==> config.mk <==
export PLATFORM = sky130hd
export DESIGN_NAME = bcd_xs3_word_seq
export DESIGN_NICKNAME = d
export VERILOG_FILES = /design/src/rtl/bcd_xs3_word_seq.sv
export SDC_FILE = /design/constraint.sdc
export NUM_CORES = 1
export LEC_CHECK = 0
export ABC_AREA = 1
export CORE_AREA = 2 2 85 70
export DETAILED_ROUTE_END_ITERATION = 10
export DIE_AREA = 0 0 87 72
export HOLD_SLACK_MARGIN = 0.06
export PLACE_DENSITY_LB_ADDON = 0.05
export SLEW_MARGIN = 10
export SYNTH_ARGS = -nofsm -noshare
export SYNTH_HDL_FRONTEND = slang
export SYNTH_SLANG_ARGS = --single-unit
==> constraint.sdc <==
create_clock -name clk -period 1.6 [get_ports clk]
set_clock_uncertainty 0.15 [all_clocks]
set_input_delay 0.32 -clock clk [delete_from_list [all_inputs] [get_ports clk]]
set_output_delay 0.32 -clock clk [all_outputs]
set_load 0.05 [all_outputs]
==> src/rtl/bcd_xs3_word_seq.sv <==
// Serial BCD to Excess-3 word converter.
// One shared digit stage, LSD first, start/ready handshake.
module bcd_xs3_word_seq #(
    parameter int NDIG = 4
) (
    input  logic              clk,
    input  logic              rst,
    input  logic              start,
    input  logic [4*NDIG-1:0] bcd_in,
    output logic              ready,
    output logic              busy,
    output logic [4*NDIG-1:0] xs3_out,
    output logic              valid,
    output logic              err
);

    localparam int W  = 4 * NDIG;
    localparam int CW = (NDIG > 1) ? $clog2(NDIG) : 1;

    typedef enum logic [1:0] {
        S_IDLE,
        S_CONV,
        S_DONE
    } state_t;

    state_t          state_q;
    logic [W-1:0]    sh_q;
    logic [W-1:0]    res_q;
    logic [W-1:0]    res_d;
    logic [W-1:0]    xs3_q;
    logic [CW-1:0]   cnt_q;
    logic            valid_q;
    logic            err_q;
    logic            ready_q;
    logic            busy_q;
    logic [3:0]      digit_w;
    logic [3:0]      nib_w;
    logic            bad_w;
    logic            last_w;

    // Shared digit stage: converts slot 0 and merges it into the partial word
    always_comb begin
        digit_w = sh_q[3:0];
        bad_w   = (digit_w > 4'd9);
        nib_w   = bad_w ? 4'd0 : (digit_w + 4'd3);
        last_w  = (cnt_q == CW'(NDIG - 1));
        res_d   = res_q;
        res_d[int'(cnt_q)*4 +: 4] = nib_w;
    end

    // Controller FSM with registered handshake and result outputs
    always_ff @(posedge clk) begin
        if (rst) begin
            state_q <= S_IDLE;
            sh_q    <= '0;
            res_q   <= '0;
            xs3_q   <= '0;
            cnt_q   <= '0;
            valid_q <= 1'b0;
            err_q   <= 1'b0;
            ready_q <= 1'b1;
            busy_q  <= 1'b0;
        end else begin
            unique case (state_q)
                S_IDLE: begin
                    if (start) begin
                        sh_q    <= bcd_in;
                        res_q   <= '0;
                        cnt_q   <= '0;
                        err_q   <= 1'b0;
                        ready_q <= 1'b0;
                        busy_q  <= 1'b1;
                        state_q <= S_CONV;
                    end
                end
                S_CONV: begin
                    res_q <= res_d;
                    sh_q  <= sh_q >> 4;
                    cnt_q <= cnt_q + CW'(1);
                    if (bad_w) begin
                        err_q <= 1'b1;
                    end
                    if (last_w) begin
                        xs3_q   <= res_d;
                        valid_q <= 1'b1;
                        cnt_q   <= '0;
                        state_q <= S_DONE;
                    end
                end
                S_DONE: begin
                    valid_q <= 1'b0;
                    ready_q <= 1'b1;
                    busy_q  <= 1'b0;
                    state_q <= S_IDLE;
                end
                default: begin
                    state_q <= S_IDLE;
                end
            endcase
        end
    end

    assign ready   = ready_q;
    assign busy    = busy_q;
    assign xs3_out = xs3_q;
    assign valid   = valid_q;
    assign err     = err_q;

endmodule

# Word-level counts from Yosys, hierarchy flattened

Cells that the tools add are included.

Reductions and logical operators: 10
$mul: 0
Mux-type cells: 20
Add/sub/neg operators: 3
Order comparisons: 1
Shift operators: 2
Eq/ne operators: 6
Div/mod/pow operators: 0
Bitwise operators: 0

Operators with widths:

| cell                                                                    | number |
|---|---|
| 16-bit case mux with 2 select lines                                     | 2 |
| 4-bit negation with 33-bit output                                       | 1 |
| 4-bit by 33-bit variable shift with 16-bit output, first input constant | 1 |
| 4-bit by 33-bit variable part select with 16-bit output                 | 1 |
| 16-bit two-way mux                                                      | 2 |
| 16-bit bitwise mux                                                      | 1 |
| 2-bit AND reduction                                                     | 5 |
| 2-bit two-way mux                                                       | 4 |
| 1-bit case mux with 2 select lines                                      | 4 |
| 2-bit case mux with 2 select lines                                      | 2 |
| 2-bit inequality test, second input constant                            | 3 |
| 2-bit nonzero test                                                      | 3 |
| 4-bit by 2-bit adder with 4-bit output, second input constant           | 1 |
| 2-bit equality test, second input constant                              | 2 |
| 4-bit > comparator, second input constant                               | 1 |
| 1-bit two-way mux                                                       | 4 |
| 4-bit two-way mux                                                       | 1 |
| 3-bit AND reduction                                                     | 1 |
| 2-bit by 1-bit adder with 2-bit output, second input constant           | 1 |
| 2-bit by 1-bit equality test with 1-bit output, second input constant   | 1 |
| 2-bit logical NOT                                                       | 1 |

Memory bits (writable): 0
Register bits: 56
Input bits: 19
ROM bits: 0
Memories kept: 0
Latch bits: 0
Output and inout port bits: 20
Word-level logic and storage cells: 51

# Longest topological paths before layout

Depth after elaboration: 5
Mapped depth: 10
Gate-level depth less buffers: 10

# Worst setup path after synthesis

OpenSTA, ideal clock, no wires.

Path kind: reg2reg
Start point: reg cnt_q[0]
End point: reg res_q[2]
Clock period less this slack: 1.732 ns
Arrival time: 1.512 ns
Library setup time: 0.070 ns
Slack: -0.132 ns
Required time: 1.380 ns
Stages on the path, launching flop included: 8
Cell sequence: dfxtp_1 > inv_1 > ha_1 > inv_1 > nand4_1 > o22ai_1 > nand2_1 > a21oi_1

Longest elaborated chain between the ends: 4

Ends and longest elaborated chain:

| what                                                                                                                         | RTL line | RTL |
|---|---|---|
| start, declared                                                                                                              | 31       | `logic [CW-1:0] cnt_q;` |
| start signal, assigned                                                                                                       | 79       | `cnt_q <= cnt_q + CW'(1);` |
| 4-bit negation with 33-bit output (*)                                                                                        | 48       | `res_d[int'(cnt_q)*4 +: 4] = nib_w;` |
| 4-bit by 33-bit variable part select with 16-bit output or 4-bit by 33-bit variable shift with 16-bit output (tied branches) | 48       |  |
| 16-bit bitwise mux (*)                                                                                                       | 48       |  |
| 16-bit case mux with 2 select lines (*)                                                                                      | 64       | `unique case (state_q)` |
| end signal, assigned                                                                                                         | 77       | `res_q <= res_d;` |
| end, declared                                                                                                                | 28       | `logic [W-1:0] res_q;` |

Every way passes the cells marked *; elsewhere a longest branch is shown, timed or not.
A chain may end at the register's enable or synchronous reset.

# Worst setup path in the final report

Start point: reg sh_q[0]
End point: reg xs3_q[12], in the netlist xs3_out[12]

Longest elaborated chain between the ends: 4

Ends and longest elaborated chain:

| what                                                                         | RTL line | RTL |
|---|---|---|
| start, declared                                                              | 27       | `logic [W-1:0] sh_q;` |
| start signal, assigned                                                       | 67       | `sh_q <= bcd_in;` |
| start signal, assigned                                                       | 78       | `sh_q <= sh_q >> 4;` |
| 4-bit by 2-bit adder with 4-bit output or 4-bit > comparator (tied branches) | 45, 44   |  |
| 4-bit two-way mux (*)                                                        | 45       | `nib_w = bad_w ? 4'd0 : (digit_w + 4'd3);` |
| 4-bit by 33-bit variable part select with 16-bit output (*)                  | 48       |  |
| 16-bit bitwise mux (*)                                                       | 48       |  |
| end signal, assigned                                                         | 84       | `xs3_q <= res_d;` |
| end, declared                                                                | 30       | `logic [W-1:0] xs3_q;` |

Marks and branches as above.

==> impl_metrics.sql <==
INSERT INTO impl_metrics (metric_group, metric, value, unit) VALUES
('status', 'outcome', 'complete, but fails checks', ''),
('status', 'violations_in_the_final_reports', 'setup timing', ''),
('cts', 'cts-root-to-sink-buffers', '2', ''),
('placement', 'place_congestion', '0.8347', ''),
('detailed_routing', 'ant_nets', '0', ''),
('cts', 'cts_buffers', '5', ''),
('layout', 'core_utilization_of_the_finished_layout', '0.7100', ''),
('worst_setup_path', 'crit_type', 'reg -> reg', ''),
('flow_run', 'timing.max_cap.violations', '0', ''),
('pwr', 'static-leakage-power', '0.001582', 'uW'),
('timing', 'grt_setup_unrepaired', 'yes', ''),
('logic_synthesis', 'postSynthRegisterBits', '56', ''),
('cts', 'clkLatencyLatePin', '300', 'ps'),
('cts', 'clk_pin_slew', '90', 'ps'),
('timing', 'period_needed', '1609', 'ps'),
('cts', 'number_of_clock_sinks', '56', ''),
('worst_setup_path', 'sort_of_element_at_the_end_of_the_critical_path', 'flop', ''),
('timing', 'totalNegativeSetupSlack', '-15.04', 'ps'),
('global_routing', 'grt.met3_usage', '0.03754', ''),
('layout', 'num-fill-cells', '415', ''),
('layout', 'layout.cells.most_common', 'sky130_fd_sc_hd__nand2_1', ''),
('layout', 'nets_final', '432', ''),
('layout', 'final_design_area_no_fill', '3816', 'um2'),
('global_routing', 'global_route_wire_length_before_repair', '10380', 'um'),
('layout', 'layout_common_cells', '58 x sky130_fd_sc_hd__nand2_1, 52 x sky130_fd_sc_hd__dfxtp_1, 46 x sky130_fd_sc_hd__o21ai_0', ''),
('logic_synthesis', 'netlist.area_leader.share', '0.4449', ''),
('global_routing', 'first_global_vias', '2190', ''),
('detailed_routing', 'drtIter0Drc', '156', ''),
('detailed_routing', 'finalWirelength', '6614', 'um'),
('cts', 'h-tree-depth', '2', ''),
('pwr', 'vdd.ir_drop.worst', '498.2', 'uV'),
('timing', 'hold_viol_final', '0', ''),
('global_routing', 'global_route_usage_over_all_layers', '0.2080', ''),
('pwr', 'total_power', '3151', 'uW'),
('floorplanning', 'floorplan.initialDensity', '0.4688', ''),
('cts', 'holdBufCountCts', '0', ''),
('worst_setup_path', 'setup_crit_start_kind', 'flop', ''),
('floorplanning', 'top_level_ports', '39', ''),
('logic_synthesis', 'avg_cell_area_syn', '7.636', 'um2'),
('timing', 'final_critical_path_setup_slack', '-8.610', 'ps'),
('pwr', 'power_per_cell_area', '825.8', 'nW/um2'),
('global_routing', 'grt_start_max_net_pins', '26', ''),
('min_path', 'worstHoldPathType', 'reg -> reg', ''),
('floorplanning', 'vert_die_dim', '72', 'um'),
('cts', 'ctsRootBufferMaster', 'sky130_fd_sc_hd__clkbuf_8', ''),
('floorplanning', 'row_count', '24', ''),
('detailed_routing', 'vias_per_cell', '5.180', ''),
('placement', 'port_buffers', '38', ''),
('placement', 'place_hpwl', '4240', 'um'),
('placement', 'pre_cts_ws', '-167.7', 'ps'),
('layout', 'flow.area_growth_from_synthesis', '51.44', '%'),
('timing', 'worstMarginPinSlew', '289.3', 'ps'),
('layout', 'drive_above_1_share', '0.3128', ''),
('timing', 'final_max_slew_viols', '0', ''),
('layout', 'antenna_cells_inserted', '0', ''),
('logic_synthesis', 'ys_top_cells_by_area', 'sky130_fd_sc_hd__dfxtp_1 44%, sky130_fd_sc_hd__o21ai_0 11%, sky130_fd_sc_hd__nand2_1 10%, sky130_fd_sc_hd__inv_1 7.0%, sky130_fd_sc_hd__o21bai_1 4.8%', ''),
('global_routing', 'number_of_antenna_violations_at_the_first_check_in_global_routing', '0', ''),
('logic_synthesis', 'yosysWarnings', '0', ''),
('logic_synthesis', 'synth.net_count', '357', ''),
('global_routing', 'grt.overflow.total', '0', ''),
('detailed_routing', 'avgRoutedWirePerCell', '14.04', 'um'),
('timing', 'fmaxAchievable', '621.7', 'MHz'),
('cts', 'tritoncts', 'done', ''),
('detailed_routing', 'drc', '0', ''),
('global_routing', 'grt_most_used_layer', 'met2', ''),
('floorplanning', 'floorplan.die.width', '87', 'um'),
('detailed_routing', 'vias', '2440', ''),
('timing', 'fin_crit_sh', '1.005', ''),
('logic_synthesis', 'sequential_to_total_area_share_from_yosys_stat', '0.4449', ''),
('timing', 'setup_viol', '2', ''),
('logic_synthesis', 'synth.lib_cells_used.distinct', '29', '');
state kept, by name (all words and copies together) (netlist names):
signal / flops
res_q: 16
sh_q: 16
xs3_out: 16
cnt_q: 2
state_q: 2
busy: 1
err: 1
ready: 1
valid: 1
metrics by stage:
| stage | std cells | hold slack, ps |
|---|---|---|
| after floorplan | 330 | 286.1 |
| after global placement | 456 | 295.0 |
| after detailed placement | 456 | 301.3 |
| after CTS | 466 | 316.3 |
| after global routing | 471 | 336.6 |
| final | 471 | 313.5 |
layer usage:
layer	wire length, um	part of all wire
met5	0	0
met4	42	0.0064
met3	196	0.030
met2	3145	0.48
met1	3230	0.49
timing repair:
action | CTS | global route
buffers inserted | 2 | 5
resized for setup | 27 | 52
gates cloned | 0 | 0
pin swaps | 6 | 14
setup endpoints to repair | 32 | 32
where the power goes:
group	switching [uW]	total [uW]	internal, uW
Sequential	48.4	1500	1460
Combinational	465	861	396
Clock	432	786	354
cell usage after synthesis, types with 2 or more instances:
master / count
sky130_fd_sc_hd__ha_1: 8
sky130_fd_sc_hd__nand3_1: 8
sky130_fd_sc_hd__o21ai_1: 2
sky130_fd_sc_hd__o22ai_1: 6
sky130_fd_sc_hd__clkbuf_1: 6
sky130_fd_sc_hd__a221oi_1: 4
sky130_fd_sc_hd__nand2_1: 69
sky130_fd_sc_hd__nor2_1: 6
sky130_fd_sc_hd__buf_2: 3
sky130_fd_sc_hd__o21ai_0: 54
sky130_fd_sc_hd__nand4_1: 6
sky130_fd_sc_hd__buf_6: 2
sky130_fd_sc_hd__o21bai_1: 16
sky130_fd_sc_hd__a21oi_1: 22
sky130_fd_sc_hd__inv_2: 3
sky130_fd_sc_hd__dfxtp_1: 56
sky130_fd_sc_hd__inv_1: 47
kinds of logic (layout without fill, tap and decap cells):
family | Yosys count | in the layout | share of synthesized area
AOI/OAI and AO/OA | 108 | 108 | 0.2448
buffers and inverters | 64 | 140 | 0.1058
xor gates and xnor gates | 1 | 1 | 0.003476
DFF | 56 | 56 | 0.4449
adders and majority gates | 8 | 8 | 0.03972
and+or+nand+nor | 93 | 93 | 0.1614
path summary, 6_finish.rpt:
check / start / endpoint / slack, ps / cells past startpoint
worst min-delay path: sh_q[14]$_SDFFE_PP0P_ / sh_q[10]$_SDFFE_PP0P_ / 310 / 2
worst max register to register: sh_q[0]$_SDFFE_PP0P_ / xs3_out[12]$_SDFFE_PP0P_ / -9 / 9
worst max-delay path: sh_q[0]$_SDFFE_PP0P_ / xs3_out[12]$_SDFFE_PP0P_ / -9 / 9
worst min register to register: sh_q[14]$_SDFFE_PP0P_ / sh_q[10]$_SDFFE_PP0P_ / 310 / 2
critical path, cell delays in order, from the launching register on:
cell and delay (ps):
sky130_fd_sc_hd__dfxtp_4 390, sky130_fd_sc_hd__inv_4 40, sky130_fd_sc_hd__ha_4 170, sky130_fd_sc_hd__nand2_2 90, sky130_fd_sc_hd__nand3_4 100, sky130_fd_sc_hd__nand4_1 180, sky130_fd_sc_hd__buf_4 160, sky130_fd_sc_hd__o22ai_4 60
sky130_fd_sc_hd__o21bai_1 130, sky130_fd_sc_hd__inv_1 50
cell type report:
class	instances	area, um2	share of cell area
Clock buffer	8	90.09	0.02361
Inverter	51	206.4	0.05410
Multi-Input combinational cell	210	1384	0.3626
Sequential cell	56	1131	0.2964
Tap cell	65	81.33	0.02131
Timing Repair Buffer	81	923.4	0.2420
(Power assumes the default switching activity.)
